$ cat config.mk
export PLATFORM = sky130hd
export DESIGN_NAME = i_decode_flat
export DESIGN_NICKNAME = d
export VERILOG_FILES = /design/src/rtl/i_decode_if.sv /design/src/rtl/i_decode.sv /design/src/flat_wrapper.sv
export SDC_FILE = /design/constraint.sdc
export NUM_CORES = 2
export LEC_CHECK = 0
export ABC_AREA = 1
export ABC_CLOCK_PERIOD_IN_PS = 3850
export CORE_ASPECT_RATIO = 1.75
export CORE_UTILIZATION = 35
export DETAILED_ROUTE_END_ITERATION = 8
export PLACE_DENSITY = 0.49
export SETUP_SLACK_MARGIN = 0.2
export SKIP_LAST_GASP = 1
export SLEW_MARGIN = 20
export SYNTH_ARGS = -nofsm -noshare
export SYNTH_HDL_FRONTEND = slang
export SYNTH_SLANG_ARGS = --single-unit
$ cat constraint.sdc
create_clock -name clk -period 3.85 [get_ports clk]
set_input_delay 0.9625 -clock clk [delete_from_list [all_inputs] [get_ports clk]]
set_output_delay 0.9625 -clock clk [all_outputs]
set_load 0.05 [all_outputs]
$ cat src/rtl/i_decode_if.sv
// ID-stage bus: IF/ID latch inputs, write-back port, hazard outputs and the ID/EX latch.
interface i_decode_if;
    logic [31:0] IF_ID_instr;
    logic [31:0] IF_ID_npc;
    logic        MEM_WB_regwrite;
    logic [4:0]  MEM_WB_rd;
    logic [31:0] MEM_WB_wdata;
    logic        pc_write;
    logic        if_id_write;
    logic [1:0]  ID_EX_wb;
    logic [2:0]  ID_EX_m;
    logic [3:0]  ID_EX_ex;
    logic [31:0] ID_EX_npc;
    logic [31:0] ID_EX_readdat1;
    logic [31:0] ID_EX_readdat2;
    logic [31:0] ID_EX_sign_ext;
    logic [4:0]  ID_EX_instr_2016;
    logic [4:0]  ID_EX_instr_1511;

    modport master (
        output IF_ID_instr, IF_ID_npc, MEM_WB_regwrite, MEM_WB_rd, MEM_WB_wdata,
        input  pc_write, if_id_write, ID_EX_wb, ID_EX_m, ID_EX_ex, ID_EX_npc,
               ID_EX_readdat1, ID_EX_readdat2, ID_EX_sign_ext,
               ID_EX_instr_2016, ID_EX_instr_1511
    );

    modport slave (
        input  IF_ID_instr, IF_ID_npc, MEM_WB_regwrite, MEM_WB_rd, MEM_WB_wdata,
        output pc_write, if_id_write, ID_EX_wb, ID_EX_m, ID_EX_ex, ID_EX_npc,
               ID_EX_readdat1, ID_EX_readdat2, ID_EX_sign_ext,
               ID_EX_instr_2016, ID_EX_instr_1511
    );
endinterface

$ cat src/rtl/i_decode.sv
// MIPS instruction-decode stage: register file, main control, sign extension,
// load-use hazard detection and the ID/EX pipeline latch.
module i_decode (
    input  logic       clk,
    input  logic       rst,
    i_decode_if.slave  bus
);
    logic [5:0]  opcode;
    logic [4:0]  rs, rt, rd;
    logic [15:0] imm;

    assign opcode = bus.IF_ID_instr[31:26];
    assign rs     = bus.IF_ID_instr[25:21];
    assign rt     = bus.IF_ID_instr[20:16];
    assign rd     = bus.IF_ID_instr[15:11];
    assign imm    = bus.IF_ID_instr[15:0];

    logic [31:0] regs_q [32];
    logic [31:0] rs_data, rt_data;
    logic        wb_hit;

    logic [1:0]  wb_q, wb_d;
    logic [2:0]  m_q, m_d;
    logic [3:0]  ex_q, ex_d;
    logic [31:0] npc_q, rd1_q, rd2_q, sext_q, sext_d;
    logic [4:0]  rt_q, rd_q;
    logic        stall;
    logic [8:0]  ctrl;

    assign wb_hit = bus.MEM_WB_regwrite && (bus.MEM_WB_rd != 5'd0);

    // Register reads with write-through so a same-cycle write-back is visible.
    always_comb begin
        rs_data = 32'd0;
        rt_data = 32'd0;
        if (rs != 5'd0) begin
            rs_data = (wb_hit && bus.MEM_WB_rd == rs) ? bus.MEM_WB_wdata : regs_q[rs];
        end
        if (rt != 5'd0) begin
            rt_data = (wb_hit && bus.MEM_WB_rd == rt) ? bus.MEM_WB_wdata : regs_q[rt];
        end
    end

    // Main control decode, packed as {wb[1:0], m[2:0], ex[3:0]}.
    always_comb begin
        ctrl = 9'd0;
        case (opcode)
            6'h00:   ctrl = 9'b10_000_1100;
            6'h23:   ctrl = 9'b11_010_0001;
            6'h2B:   ctrl = 9'b00_001_0001;
            6'h04:   ctrl = 9'b00_100_0010;
            default: ctrl = 9'd0;
        endcase
    end

    // Load-use hazard; rt == 0 still matches, which is an accepted conservative stall.
    always_comb begin
        stall = m_q[1] && ((rt_q == rs) || (rt_q == rt));
        wb_d  = stall ? 2'd0 : ctrl[8:7];
        m_d   = stall ? 3'd0 : ctrl[6:4];
        ex_d  = stall ? 4'd0 : ctrl[3:0];
        sext_d = {{16{imm[15]}}, imm};
    end

    assign bus.pc_write    = ~stall;
    assign bus.if_id_write = ~stall;

    // Register file write port; $0 is never written and reset wins over write-back.
    always_ff @(posedge clk) begin
        if (rst) begin
            for (int i = 0; i < 32; i++) begin
                regs_q[i] <= 32'd0;
            end
        end else if (wb_hit) begin
            regs_q[bus.MEM_WB_rd] <= bus.MEM_WB_wdata;
        end
    end

    // ID/EX latch loads every cycle; stalls only zero the control fields.
    always_ff @(posedge clk) begin
        if (rst) begin
            wb_q   <= 2'd0;
            m_q    <= 3'd0;
            ex_q   <= 4'd0;
            npc_q  <= 32'd0;
            rd1_q  <= 32'd0;
            rd2_q  <= 32'd0;
            sext_q <= 32'd0;
            rt_q   <= 5'd0;
            rd_q   <= 5'd0;
        end else begin
            wb_q   <= wb_d;
            m_q    <= m_d;
            ex_q   <= ex_d;
            npc_q  <= bus.IF_ID_npc;
            rd1_q  <= rs_data;
            rd2_q  <= rt_data;
            sext_q <= sext_d;
            rt_q   <= rt;
            rd_q   <= rd;
        end
    end

    assign bus.ID_EX_wb         = wb_q;
    assign bus.ID_EX_m          = m_q;
    assign bus.ID_EX_ex         = ex_q;
    assign bus.ID_EX_npc        = npc_q;
    assign bus.ID_EX_readdat1   = rd1_q;
    assign bus.ID_EX_readdat2   = rd2_q;
    assign bus.ID_EX_sign_ext   = sext_q;
    assign bus.ID_EX_instr_2016 = rt_q;
    assign bus.ID_EX_instr_1511 = rd_q;
endmodule

$ cat src/flat_wrapper.sv
// flat-port wrapper written by rule: the top's interface ports become plain ports
module i_decode_flat 
  (clk, rst, bus_IF_ID_instr, bus_IF_ID_npc, bus_MEM_WB_regwrite, bus_MEM_WB_rd, bus_MEM_WB_wdata, bus_pc_write, bus_if_id_write, bus_ID_EX_wb, bus_ID_EX_m, bus_ID_EX_ex, bus_ID_EX_npc, bus_ID_EX_readdat1, bus_ID_EX_readdat2, bus_ID_EX_sign_ext, bus_ID_EX_instr_2016, bus_ID_EX_instr_1511);
  i_decode_if bus_i ();
  input  logic clk;
  input  logic rst;
  input wire logic [$bits(bus_i.IF_ID_instr)-1:0] bus_IF_ID_instr;
  input wire logic [$bits(bus_i.IF_ID_npc)-1:0] bus_IF_ID_npc;
  input wire logic [$bits(bus_i.MEM_WB_regwrite)-1:0] bus_MEM_WB_regwrite;
  input wire logic [$bits(bus_i.MEM_WB_rd)-1:0] bus_MEM_WB_rd;
  input wire logic [$bits(bus_i.MEM_WB_wdata)-1:0] bus_MEM_WB_wdata;
  output wire logic [$bits(bus_i.pc_write)-1:0] bus_pc_write;
  output wire logic [$bits(bus_i.if_id_write)-1:0] bus_if_id_write;
  output wire logic [$bits(bus_i.ID_EX_wb)-1:0] bus_ID_EX_wb;
  output wire logic [$bits(bus_i.ID_EX_m)-1:0] bus_ID_EX_m;
  output wire logic [$bits(bus_i.ID_EX_ex)-1:0] bus_ID_EX_ex;
  output wire logic [$bits(bus_i.ID_EX_npc)-1:0] bus_ID_EX_npc;
  output wire logic [$bits(bus_i.ID_EX_readdat1)-1:0] bus_ID_EX_readdat1;
  output wire logic [$bits(bus_i.ID_EX_readdat2)-1:0] bus_ID_EX_readdat2;
  output wire logic [$bits(bus_i.ID_EX_sign_ext)-1:0] bus_ID_EX_sign_ext;
  output wire logic [$bits(bus_i.ID_EX_instr_2016)-1:0] bus_ID_EX_instr_2016;
  output wire logic [$bits(bus_i.ID_EX_instr_1511)-1:0] bus_ID_EX_instr_1511;
  assign bus_i.IF_ID_instr = bus_IF_ID_instr;
  assign bus_i.IF_ID_npc = bus_IF_ID_npc;
  assign bus_i.MEM_WB_regwrite = bus_MEM_WB_regwrite;
  assign bus_i.MEM_WB_rd = bus_MEM_WB_rd;
  assign bus_i.MEM_WB_wdata = bus_MEM_WB_wdata;
  assign bus_pc_write = bus_i.pc_write;
  assign bus_if_id_write = bus_i.if_id_write;
  assign bus_ID_EX_wb = bus_i.ID_EX_wb;
  assign bus_ID_EX_m = bus_i.ID_EX_m;
  assign bus_ID_EX_ex = bus_i.ID_EX_ex;
  assign bus_ID_EX_npc = bus_i.ID_EX_npc;
  assign bus_ID_EX_readdat1 = bus_i.ID_EX_readdat1;
  assign bus_ID_EX_readdat2 = bus_i.ID_EX_readdat2;
  assign bus_ID_EX_sign_ext = bus_i.ID_EX_sign_ext;
  assign bus_ID_EX_instr_2016 = bus_i.ID_EX_instr_2016;
  assign bus_ID_EX_instr_1511 = bus_i.ID_EX_instr_1511;
  i_decode u_core (.clk(clk), .rst(rst), .bus(bus_i));
endmodule
==> results.py <==
metrics = {
    "outcome": {
        "outcome": "completed",
    },
    "die": {
        "die_x_um": 323,
        "die_height_um": 563,
        "initial_core_util": 0.353,
        "core_area_um2": 179000,
        "dieArea_um2": 182000,
        "rows": 205,
        "ios": 253,
    },
    "yosys": {
        "avgSynthCellArea_um2": 7.42,
        "ys_seq_area_frac": 0.528,
        "synth_edf_count": 1024,
        "synth_top_cell_by_area": "edfxtp_1",
        "synth_warnings": 0,
        "synth_seq_cells": 1147,
        "synth_top_area_frac": 0.489,
        "synth_area_um2": 62900,
        "synthArstFlopShare": 0,
        "syn-instance-count": 8483,
        "yosys-top-cells-area": "edfxtp_1 (49%), nand2_1 (16%), nor2_1 (11%), nand3_1 (9.7%), inv_1 (4.4%)",
        "synth_ff_type": "edfxtp_1",
        "synth_cell_types": 21,
        "synth_most_common_cell": "nand2_1",
        "ys_top_cells_by_count": "nand2_1 (2766), nor2_1 (1826), nand3_1 (1226), edfxtp_1 (1024), inv_1 (738)",
    },
    "global_route": {
        "grt_overflow": 0,
        "use_met1": 0.323,
        "grt_first_pass_wirelength_um": 359000,
        "grt_use_met2": 0.479,
        "grt_max_degree": 119,
        "grt_pass1_vias": 54838,
        "track_usage": 0.270,
        "busiest_layer": "met2",
        "grt_antenna_before_repair": 4,
        "use_met3": 0.0349,
    },
    "power_and_ir_drop": {
        "peakVddDrop_mv": 0.402,
        "pwr_density_cell_nw_per_um2": 427,
        "power.share.clock": 0.377,
        "p_total_mw": 31.0,
        "p_int_mw": 22.0,
        "seqPwrFrac": 0.468,
        "leakage_nw": 32.4,
        "power_frac_comb": 0.155,
        "p_switching_mw": 9.00,
        "swShare": 0.290,
    },
    "routing": {
        "ant_nets": 0,
        "vias": 57180,
        "routedWlPerCell_um": 22.8,
        "firstDrtPassIters": 8,
        "routed_via_density": 5.23,
        "drt_iter0_markers": 5549,
        "wl_um": 250000,
        "drc_errors": 0,
    },
    "sta": {
        "min_period_ns": 3.54,
        "worst_pin_slew_ns": 1.25,
        "relSlewSlack": 0.161,
        "setup_tns_ns": 0,
        "hold_ws_ns": 0.700,
        "final_hold_viol_count": 0,
        "rsz0062_at_grt": "false",
        "period_share": 0.921,
        "max_clock_freq_mhz": 282,
        "fin_ws_ns": 0.305,
        "setup_violations": 0,
        "skew_ns": 0.0264,
        "finalMaxSlewViolations": 0,
    },
    "place": {
        "gp_congestion": 0.875,
        "dp_slack_ns": 0.294,
        "port_buffers": 252,
        "hpwlAfterDp_um": 155000,
    },
    "worst_setup_path": {
        "crit_path_start_kind": "flip-flop",
        "cp_max_fo": 5,
        "worstPathArrival_ns": 2.58,
        "cp_data_required_time_ns": 2.89,
        "cp-end-kind": "output port",
        "critPathKind": "flip-flop to output port",
    },
    "clock_network": {
        "root_buffer": "clkbuf_16",
        "cts-buffers-inserted": 116,
        "clkTransAtPathRegs_ns": 0.07,
        "h-tree-depth": 3,
        "cts_sinks": 1147,
        "clock_latency_ns": 0.77,
        "cts_hold_buf": 0,
        "cts_tree": "built",
        "clockBufferDepth": 3,
    },
    "cells_and_area": {
        "fin_util": 0.407,
        "drive_gt1_frac": 0.0598,
        "area_delta_synth_final_pct": 15.4,
        "nets": 8560,
    },
    "min_path": {
        "min_path_type": "input port to flip-flop",
    },
    "job": {
        "drv_cap": 0,
    },
}
-- power groups by stage --
| stage | registers [mW] | clock network, mW | logic, mW |
|---|---|---|---|
| global route | 14.6 | 12.3 | 5.16 |
| global placement | 14.8 | 0 | 4.73 |
| CTS | 14.5 | 11.9 | 4.77 |
| finish | 14.5 | 11.7 | 4.81 |
| detailed placement | 14.8 | 0 | 4.76 |
| floorplan | 15.0 | 0 | 2.49 |
-- per-layer routing --
| metal | up-vias | wire, µm |
|---|---|---|
| met5 | - | 0 |
| met4 | 0 | 11400 |
| met3 | 628 | 17800 |
| met2 | 2730 | 125000 |
| met1 | 27343 | 95400 |
| li1 | 26479 | - |
-- per-stage QoR --
step,cell area (µm²),cells
6_report,72700,10939
5_1_grt,72700,10937
4_1_cts,72700,10936
3_5_place_dp,68800,10718
3_3_place_gp,68800,10718
2_1_floorplan,63100,8514
-- final cells by class --
type                    count  area (µm²)
repair buffers            490        5530
well taps                2380        2980
clock inverters            48         374
flip-flops and latches   1147       33200
multi-input cells        5951       24300
clock buffers             170        3440
diodes                      3        7.51
inverters                 750        2840
fillers                 18123      106000
-- sequential cells by signal, indices dropped and copies added (netlist names) --
signal                       flops
u_core.regs_q                 1024
u_core.bus.ID_EX_readdat2       32
u_core.bus.ID_EX_wb              1
u_core.bus.ID_EX_readdat1       32
u_core.bus.ID_EX_m               2
u_core.bus.ID_EX_instr_1511      4
u_core.bus.ID_EX_ex              3
u_core.bus.ID_EX_instr_2016      5
u_core.bus.ID_EX_sign_ext       12
u_core.bus.ID_EX_npc            32
-- cell families after synthesis --
group                  after synthesis  synth area share
AO/OA/AOI/OAI                       68           0.00545
XOR/XNOR                            16           0.00223
AND/OR/NAND/NOR                   5835             0.373
other                                1         0.0000596
buffers and inverters             1416            0.0917
flip-flops                        1147             0.528
-- placed cells by master, fill, tap and decap left out, types with 32 or more instances in the layout --
master	count
a21oi_1	65
buf_12	98
buf_4	145
clkbuf_1	32
clkbuf_16	126
clkdlybuf4s50_1	239
conb_1	32
dfxtp_1	122
edfxtp_1	1024
inv_1	733
nand2_1	2702
nand2_2	64
nand3_1	1226
nor2_1	1822
-- critical path, cell delays in order, from the launching register on --
cell     delay, ns
dfxtp_1       0.57
xor2_1        0.16
nor2_1        0.13
nand3_1       0.08
nand2_1       0.32
nand2_1       0.31
buf_12        0.24
-- repair_timing --
item,CTS,global route
setup endpoints to repair,2,0
buffers inserted,0,0
endpoints found under the hold margin,0,0
gates resized for setup,1,0
-- path summary, 6_finish.rpt --
kind | start | endpoint | slack, ns | cells after the start
max | u_core.bus.ID_EX_instr_2016[2]$_SDFF_PP0_ | bus_if_id_write | 0.31 | 6
max reg2reg | u_core.bus.ID_EX_instr_2016[2]$_SDFF_PP0_ | u_core.bus.ID_EX_wb[1]$_SDFF_PP0_ | 1.87 | 7
min | bus_IF_ID_npc[27] | u_core.bus.ID_EX_npc[27]$_SDFF_PP0_ | 0.70 | 3
min reg2reg | u_core.bus.ID_EX_m[1]$_SDFF_PP0_ | u_core.bus.ID_EX_ex[1]$_SDFF_PP0_ | 0.80 | 3
Note: power is estimated with default switching activity, not from simulation.
